### src/rtl/toy_datapath.sv
// Execution datapath for the ToyProcessor: strobe-driven fetch/decode/execute/writeback/PC-update
// on an 8-bit accumulator, a 4-entry scratch register file and a sticky signed-overflow flag.
module toy_datapath #(
    parameter int DATA_W = 8,
    parameter int ADDR_W = 4
) (
    input  logic                CLK,
    input  logic                RESET,
    input  logic                CLR,
    input  logic                S0,
    input  logic                S1,
    input  logic                S2,
    input  logic                S3,
    input  logic                S4,
    input  logic                S5,
    output logic [ADDR_W-1:0]   IMEM_ADDR,
    input  logic [ADDR_W+3:0]   IMEM_DATA,
    output logic [DATA_W-1:0]   ACC_OUT,
    output logic [ADDR_W-1:0]   PC_OUT,
    output logic                ZERO,
    output logic                OVERFLOW
);

    localparam logic [3:0] OP_NOP  = 4'h0;
    localparam logic [3:0] OP_LDI  = 4'h1;
    localparam logic [3:0] OP_ADDI = 4'h2;
    localparam logic [3:0] OP_SUBI = 4'h3;
    localparam logic [3:0] OP_ST   = 4'h4;
    localparam logic [3:0] OP_ADDR = 4'h5;
    localparam logic [3:0] OP_SUBR = 4'h6;
    localparam logic [3:0] OP_JMP  = 4'h7;
    localparam logic [3:0] OP_JZ   = 4'h8;
    localparam logic [3:0] OP_CLRV = 4'h9;

    localparam logic [ADDR_W-1:0] PC_ONE = ADDR_W'(1);

    // Architectural and pipeline-step state
    logic [ADDR_W-1:0] pc_q,       pc_d;
    logic [ADDR_W+3:0] ir_q,       ir_d;
    logic [DATA_W-1:0] opb_q,      opb_d;
    logic [DATA_W:0]   result_q,   result_d;
    logic [DATA_W-1:0] acc_q,      acc_d;
    logic [DATA_W-1:0] rf_q [0:3];
    logic [DATA_W-1:0] rf_d [0:3];
    logic              zero_q,     zero_d;
    logic              ovf_q,      ovf_d;
    logic              ovf_pend_q, ovf_pend_d;

    // Lowest-index strobe wins when more than one is high.
    logic [5:0] step;

    always_comb begin
        step = 6'b000000;
        if (S0)      step[0] = 1'b1;
        else if (S1) step[1] = 1'b1;
        else if (S2) step[2] = 1'b1;
        else if (S3) step[3] = 1'b1;
        else if (S4) step[4] = 1'b1;
        else if (S5) step[5] = 1'b1;
    end

    // Instruction field decode
    logic [3:0]        opcode;
    logic [ADDR_W-1:0] operand;
    logic [1:0]        rf_idx;
    logic [DATA_W-1:0] imm_ext;
    logic [DATA_W-1:0] rf_rd;
    logic              is_reg_op;
    logic              is_add;
    logic              is_sub;
    logic              writes_acc;

    assign opcode     = ir_q[ADDR_W+3:ADDR_W];
    assign operand    = ir_q[ADDR_W-1:0];
    assign rf_idx     = operand[1:0];
    assign imm_ext    = {{(DATA_W-ADDR_W){1'b0}}, operand};
    assign rf_rd      = rf_q[rf_idx];
    assign is_reg_op  = (opcode == OP_ADDR) || (opcode == OP_SUBR);
    assign is_add     = (opcode == OP_ADDI) || (opcode == OP_ADDR);
    assign is_sub     = (opcode == OP_SUBI) || (opcode == OP_SUBR);
    assign writes_acc = (opcode == OP_LDI) || is_add || is_sub;

    // ALU: result is one bit wider than the accumulator; the extra bit is the carry/borrow.
    logic [DATA_W:0] alu_res;
    logic            alu_ovf;

    always_comb begin
        alu_res = {1'b0, acc_q};
        alu_ovf = 1'b0;
        if (opcode == OP_LDI) begin
            alu_res = {1'b0, opb_q};
        end else if (is_add) begin
            alu_res = {1'b0, acc_q} + {1'b0, opb_q};
            alu_ovf = (acc_q[DATA_W-1] == opb_q[DATA_W-1]) &&
                      (alu_res[DATA_W-1] != acc_q[DATA_W-1]);
        end else if (is_sub) begin
            alu_res = {1'b0, acc_q} - {1'b0, opb_q};
            alu_ovf = (acc_q[DATA_W-1] != opb_q[DATA_W-1]) &&
                      (alu_res[DATA_W-1] != acc_q[DATA_W-1]);
        end
    end

    // Carry out of the ALU is carried in RESULT but never consumed.
    logic unused_carry;
    assign unused_carry = result_q[DATA_W];

    always_comb begin
        pc_d       = pc_q;
        ir_d       = ir_q;
        opb_d      = opb_q;
        result_d   = result_q;
        acc_d      = acc_q;
        rf_d       = rf_q;
        zero_d     = zero_q;
        ovf_d      = ovf_q;
        ovf_pend_d = ovf_pend_q;

        if (step[0]) begin
            ir_d = IMEM_DATA;
        end

        if (step[1]) begin
            opb_d = is_reg_op ? rf_rd : imm_ext;
        end

        if (step[2] && is_reg_op) begin
            opb_d = rf_rd;
        end

        if (step[3]) begin
            result_d   = alu_res;
            ovf_pend_d = alu_ovf;
        end

        if (step[4]) begin
            if (writes_acc) begin
                acc_d  = result_q[DATA_W-1:0];
                zero_d = (result_q[DATA_W-1:0] == '0);
            end
            if (opcode == OP_ST) begin
                rf_d[rf_idx] = acc_q;
            end
            if (is_add || is_sub) begin
                ovf_d = ovf_q | ovf_pend_q;
            end
            if (opcode == OP_CLRV) begin
                ovf_d = 1'b0;
            end
        end

        if (step[5]) begin
            if (opcode == OP_JMP)
                pc_d = operand;
            else if (opcode == OP_JZ && zero_q)
                pc_d = operand;
            else
                pc_d = pc_q + PC_ONE;
        end

        // Synchronous clear discards everything, including any strobe action this cycle.
        if (CLR) begin
            pc_d       = '0;
            ir_d       = '0;
            opb_d      = '0;
            result_d   = '0;
            acc_d      = '0;
            zero_d     = 1'b0;
            ovf_d      = 1'b0;
            ovf_pend_d = 1'b0;
            for (int i = 0; i < 4; i++) rf_d[i] = '0;
        end
    end

    always_ff @(posedge CLK or negedge RESET) begin
        if (!RESET) begin
            pc_q       <= '0;
            ir_q       <= '0;
            opb_q      <= '0;
            result_q   <= '0;
            acc_q      <= '0;
            zero_q     <= 1'b0;
            ovf_q      <= 1'b0;
            ovf_pend_q <= 1'b0;
            for (int i = 0; i < 4; i++) rf_q[i] <= '0;
        end else begin
            pc_q       <= pc_d;
            ir_q       <= ir_d;
            opb_q      <= opb_d;
            result_q   <= result_d;
            acc_q      <= acc_d;
            zero_q     <= zero_d;
            ovf_q      <= ovf_d;
            ovf_pend_q <= ovf_pend_d;
            for (int i = 0; i < 4; i++) rf_q[i] <= rf_d[i];
        end
    end

    assign IMEM_ADDR = pc_q;
    assign PC_OUT    = pc_q;
    assign ACC_OUT   = acc_q;
    assign ZERO      = zero_q;
    assign OVERFLOW  = ovf_q;

endmodule

### config.mk
export PLATFORM = sky130hd
export DESIGN_NAME = toy_datapath
export DESIGN_NICKNAME = d
export VERILOG_FILES = /design/src/rtl/toy_datapath.sv
export SDC_FILE = /design/constraint.sdc
export NUM_CORES = 1
export LEC_CHECK = 0
export CAP_MARGIN = 5
export CORE_MARGIN = 1.5
export CORE_UTILIZATION = 55
export DETAILED_ROUTE_END_ITERATION = 7
export GPL_ROUTABILITY_DRIVEN = 0
export PLACE_DENSITY = 0.87
export SLEW_MARGIN = 20
export SYNTH_ARGS = -nofsm -noshare
export SYNTH_HDL_FRONTEND = slang
export SYNTH_SLANG_ARGS = --single-unit
### constraint.sdc
create_clock -name CLK -period 2.89 [get_ports CLK]
set_input_delay 0.578 -clock CLK [delete_from_list [all_inputs] [get_ports CLK]]
set_output_delay 0.578 -clock CLK [all_outputs]
set_load 0.02 [all_outputs]
==> key figures <==
Critical path
  – CP max stage cell: o311ai_0
  – Worst Path Buf+Inv: 0
  – Worst EP required: 3110 ps
  – Crit start category: flip-flop
  – CP max stage delay: 500 ps
  – Largest fanout on the critical path: 4
  – Crit path launch: opb_q[0]
  – CP top delay family: compound AO/OA/AOI/OAI gates
  – Crit. End Element: flip-flop
  – Worst-path cell chain: ha_1 > fa_1 > nor2b_1 > nor2_1 > o311ai_0 > xor2_1 > a221oi_1 > o32ai_1
  – Reg-to-reg startpoint: opb_q[0]
  – Critical path arrival: 2860 ps
  – WS Path Type: reg -> reg

Synthesis
  – Syn. warnings: 0
  – Seq cells post-synth: 71
  – Synth Cell Area: 4388 um^2
  – Cell count after synthesis: 453
  – Top post-synthesis cells by area: dfrtp_1, mux2i_1, nor2_1
  – Top cell type's share of synthesized area: 0.4049
  – Top FF cell, synth: dfrtp_1
  – Synth Net Count: 487
  – Sequential area share after synthesis: 0.4049
  – Syn_area_per_cell: 9.686 um^2
  – Count of cell types in the netlist: 64
  – Cell taking the most area after synthesis: dfrtp_1
  – EDFF count, synth: 0
  – Post-synthesis async set-or-reset flop share: 1.000

Final layout
  – # diodes: 0
  – Area delta synth->final: 14.20%
  – Filler cell count: 596
  – Reg area: 1777 um^2
  – Layout cell share with drive strength beyond 1: 0.1070
  – Multi-input gate area: 2399 um^2
  – NumNets Final: 515

Timing
  – Hold Fails Final Rpt: 0
  – Minimum clock period: 2641 ps
  – Total Neg Setup Slack: 0 ps
  – Clock Skew: 7.572 ps
  – Worst-Margin Slew: 834.6 ps
  – Fin. max-slew vios: 0
  – RSZ-0062 raised after global routing: false
  – Final period utilization: 0.9139
  – Max Clock Freq: 0.3786 GHz
  – Slew headroom: 0.4393
  – Setup ws final: 248.8 ps
  – # setup viols final: 0

Clock network
  – Cells resized by post-CTS repair: 0
  – Clk_lat worst skew: 350 ps
  – CTS clk-pin slew, worst paths: 80 ps
  – # hold bufs at CTS: 0
  – CTS tree: yes
  – Clock buffer depth: 2
  – Sink Count: 71
  – Clock H-tree levels: 3
  – Total CTS buffers: 9
  – Clk root buf: clkbuf_8
  – # Post-CTS Setup Buffers: 0

Outcome
  – Status: completed

Floorplan
  – Starting Density: 0.5678
  – Cell Rows: 32
  – Die Footprint: 8523 um^2
  – # IOs: 35
  – Chip width: 92.32 um
  – Core area: 7727 um^2
  – Die Y: 92.32 um

Drt
  – Pre-antenna DRT Iters: 5
  – Routed vias: 3,661
  – Via/cell ratio: 6.226
  – Antenna-violating nets left: 0
  – DRC errors left: 0
  – Avg WL per Cell: 17.95 um
  – Drt first-iter violations: 272
  – WL final: 10,560 um

Job
  – Max-cap violations: 0

Power
  – PD cells: 422.6 nW/um^2
  – VDD IR-drop max: 0.4126 mV
  – Overall power: 2.118 mW
  – Leak Pwr: 2.172 nW

Global route
  – Pin count of the biggest net entering global routing: 45
  – Initial antenna violation count: 0
  – Number of global-route vias before repair: 3,657
  – First-pass GRT wire length: 17,770 um
  – GRT Overall Usage: 0.2656
  – Gr ovfl total: 0

Place
  – Post-Place Setup Slack: 195.0 ps
  – # port buffers: 34
  – Placed wire-length estimate: 7653 um

Min path
  – Hold Path Class: in -> async
## Yosys cell counts, drive strengths merged, types with 4 or more instances
| cell | n |
|---|---|
| a211o | 4 |
| a211oi | 9 |
| a21o | 6 |
| a21oi | 24 |
| a221oi | 4 |
| a31oi | 4 |
| and2 | 5 |
| buf | 19 |
| clkbuf | 12 |
| dfrtp | 71 |
| ha | 15 |
| inv | 13 |
| mux2i | 45 |
| mux4 | 7 |
| nand2 | 26 |
| nand2b | 12 |
| nand3 | 11 |
| nand3b | 4 |
| nor2 | 73 |
| nor2b | 6 |
| nor3 | 9 |
| nor3b | 4 |
| o21ai | 18 |
| o32ai | 4 |
| xor2 | 5 |
## routing by layer
layer | track usage | part of all wire
met1 | 0.3460 | 0.41
met2 | 0.4381 | 0.50
met3 | 0.03859 | 0.062
met4 | 0.1231 | 0.034
met5 | 0 | 0
## metrics by stage
stage / area [um^2] / cells / hold WS [ps] / utilization
after floorplan: 4388 / 453 / 282.4 / -
after global placement: 4803 / 572 / 497.4 / 0.6216
after detailed placement: 4803 / 572 / 509.2 / 0.6216
after CTS: 5011 / 588 / 267.6 / 0.6485
after global routing: 5011 / 588 / 307.5 / 0.6485
final: 5011 / 588 / 260.3 / 0.6485
## area by class of cell
class	count	share of cell area
multi-input combinational	337	0.4787
sequential	71	0.3546
timing repair buffer	48	0.08939
clock buffer	11	0.03021
tap	102	0.02547
clock inverter	5	0.01124
inverter	14	0.01049
## sequential cells by signal, summed over array words and instances (netlist names)
name	cells
ACC_OUT	8
result_q	8
OVERFLOW	1
rf_q	32
ZERO	1
ovf_pend_q	1
IMEM_ADDR	4
ir_q	8
opb_q	8
## worst paths after layout
check | end | slack, ps | cells after the start
setup reg to reg | result_q[6] | 250 | 8
hold / removal | rf_q[11] | 260 | 1
hold reg to reg | rf_q[24] | 520 | 2
max in group asynchronous | ir_q[1] | 1960 | 2
min in group CLK | rf_q[24] | 520 | 2
setup / recovery | result_q[6] | 250 | 8
## cells in the final DEF, fill, tap and decap left out, drive strengths merged, types with 5 or more instances in the layout
cell type / count
clkbuf: 11
o21ai: 18
a21o: 6
buf: 16
xor2: 5
nor2b: 6
clkdlybuf4s50: 32
a211oi: 9
nor2: 73
dfrtp: 71
nor3: 9
ha: 15
and2: 5
nand3: 11
nand2: 26
inv: 13
mux2i: 45
nand2b: 12
mux4: 7
a21oi: 24
## power by group
part | total [mW] | internal (mW) | switching [mW]
Combinational | 0.257 | 0.109 | 0.149
Clock | 0.814 | 0.444 | 0.370
Sequential | 1.05 | 1.01 | 0.0379
## kinds of logic (layout without fill, tap and decap cells)
family / count (synthesis) / count (layout) / synth area share
adders and majority gates: 17 / 17 / 0.05190
buffers and inverters: 45 / 78 / 0.04847
AOI/OAI and AO/OA: 96 / 96 / 0.1508
muxes: 54 / 54 / 0.1437
and+or+nand+nor: 165 / 165 / 0.1902
DFF: 71 / 71 / 0.4049
xor gates and xnor gates: 5 / 5 / 0.009980
Note: power is estimated with default switching activity, not from simulation.
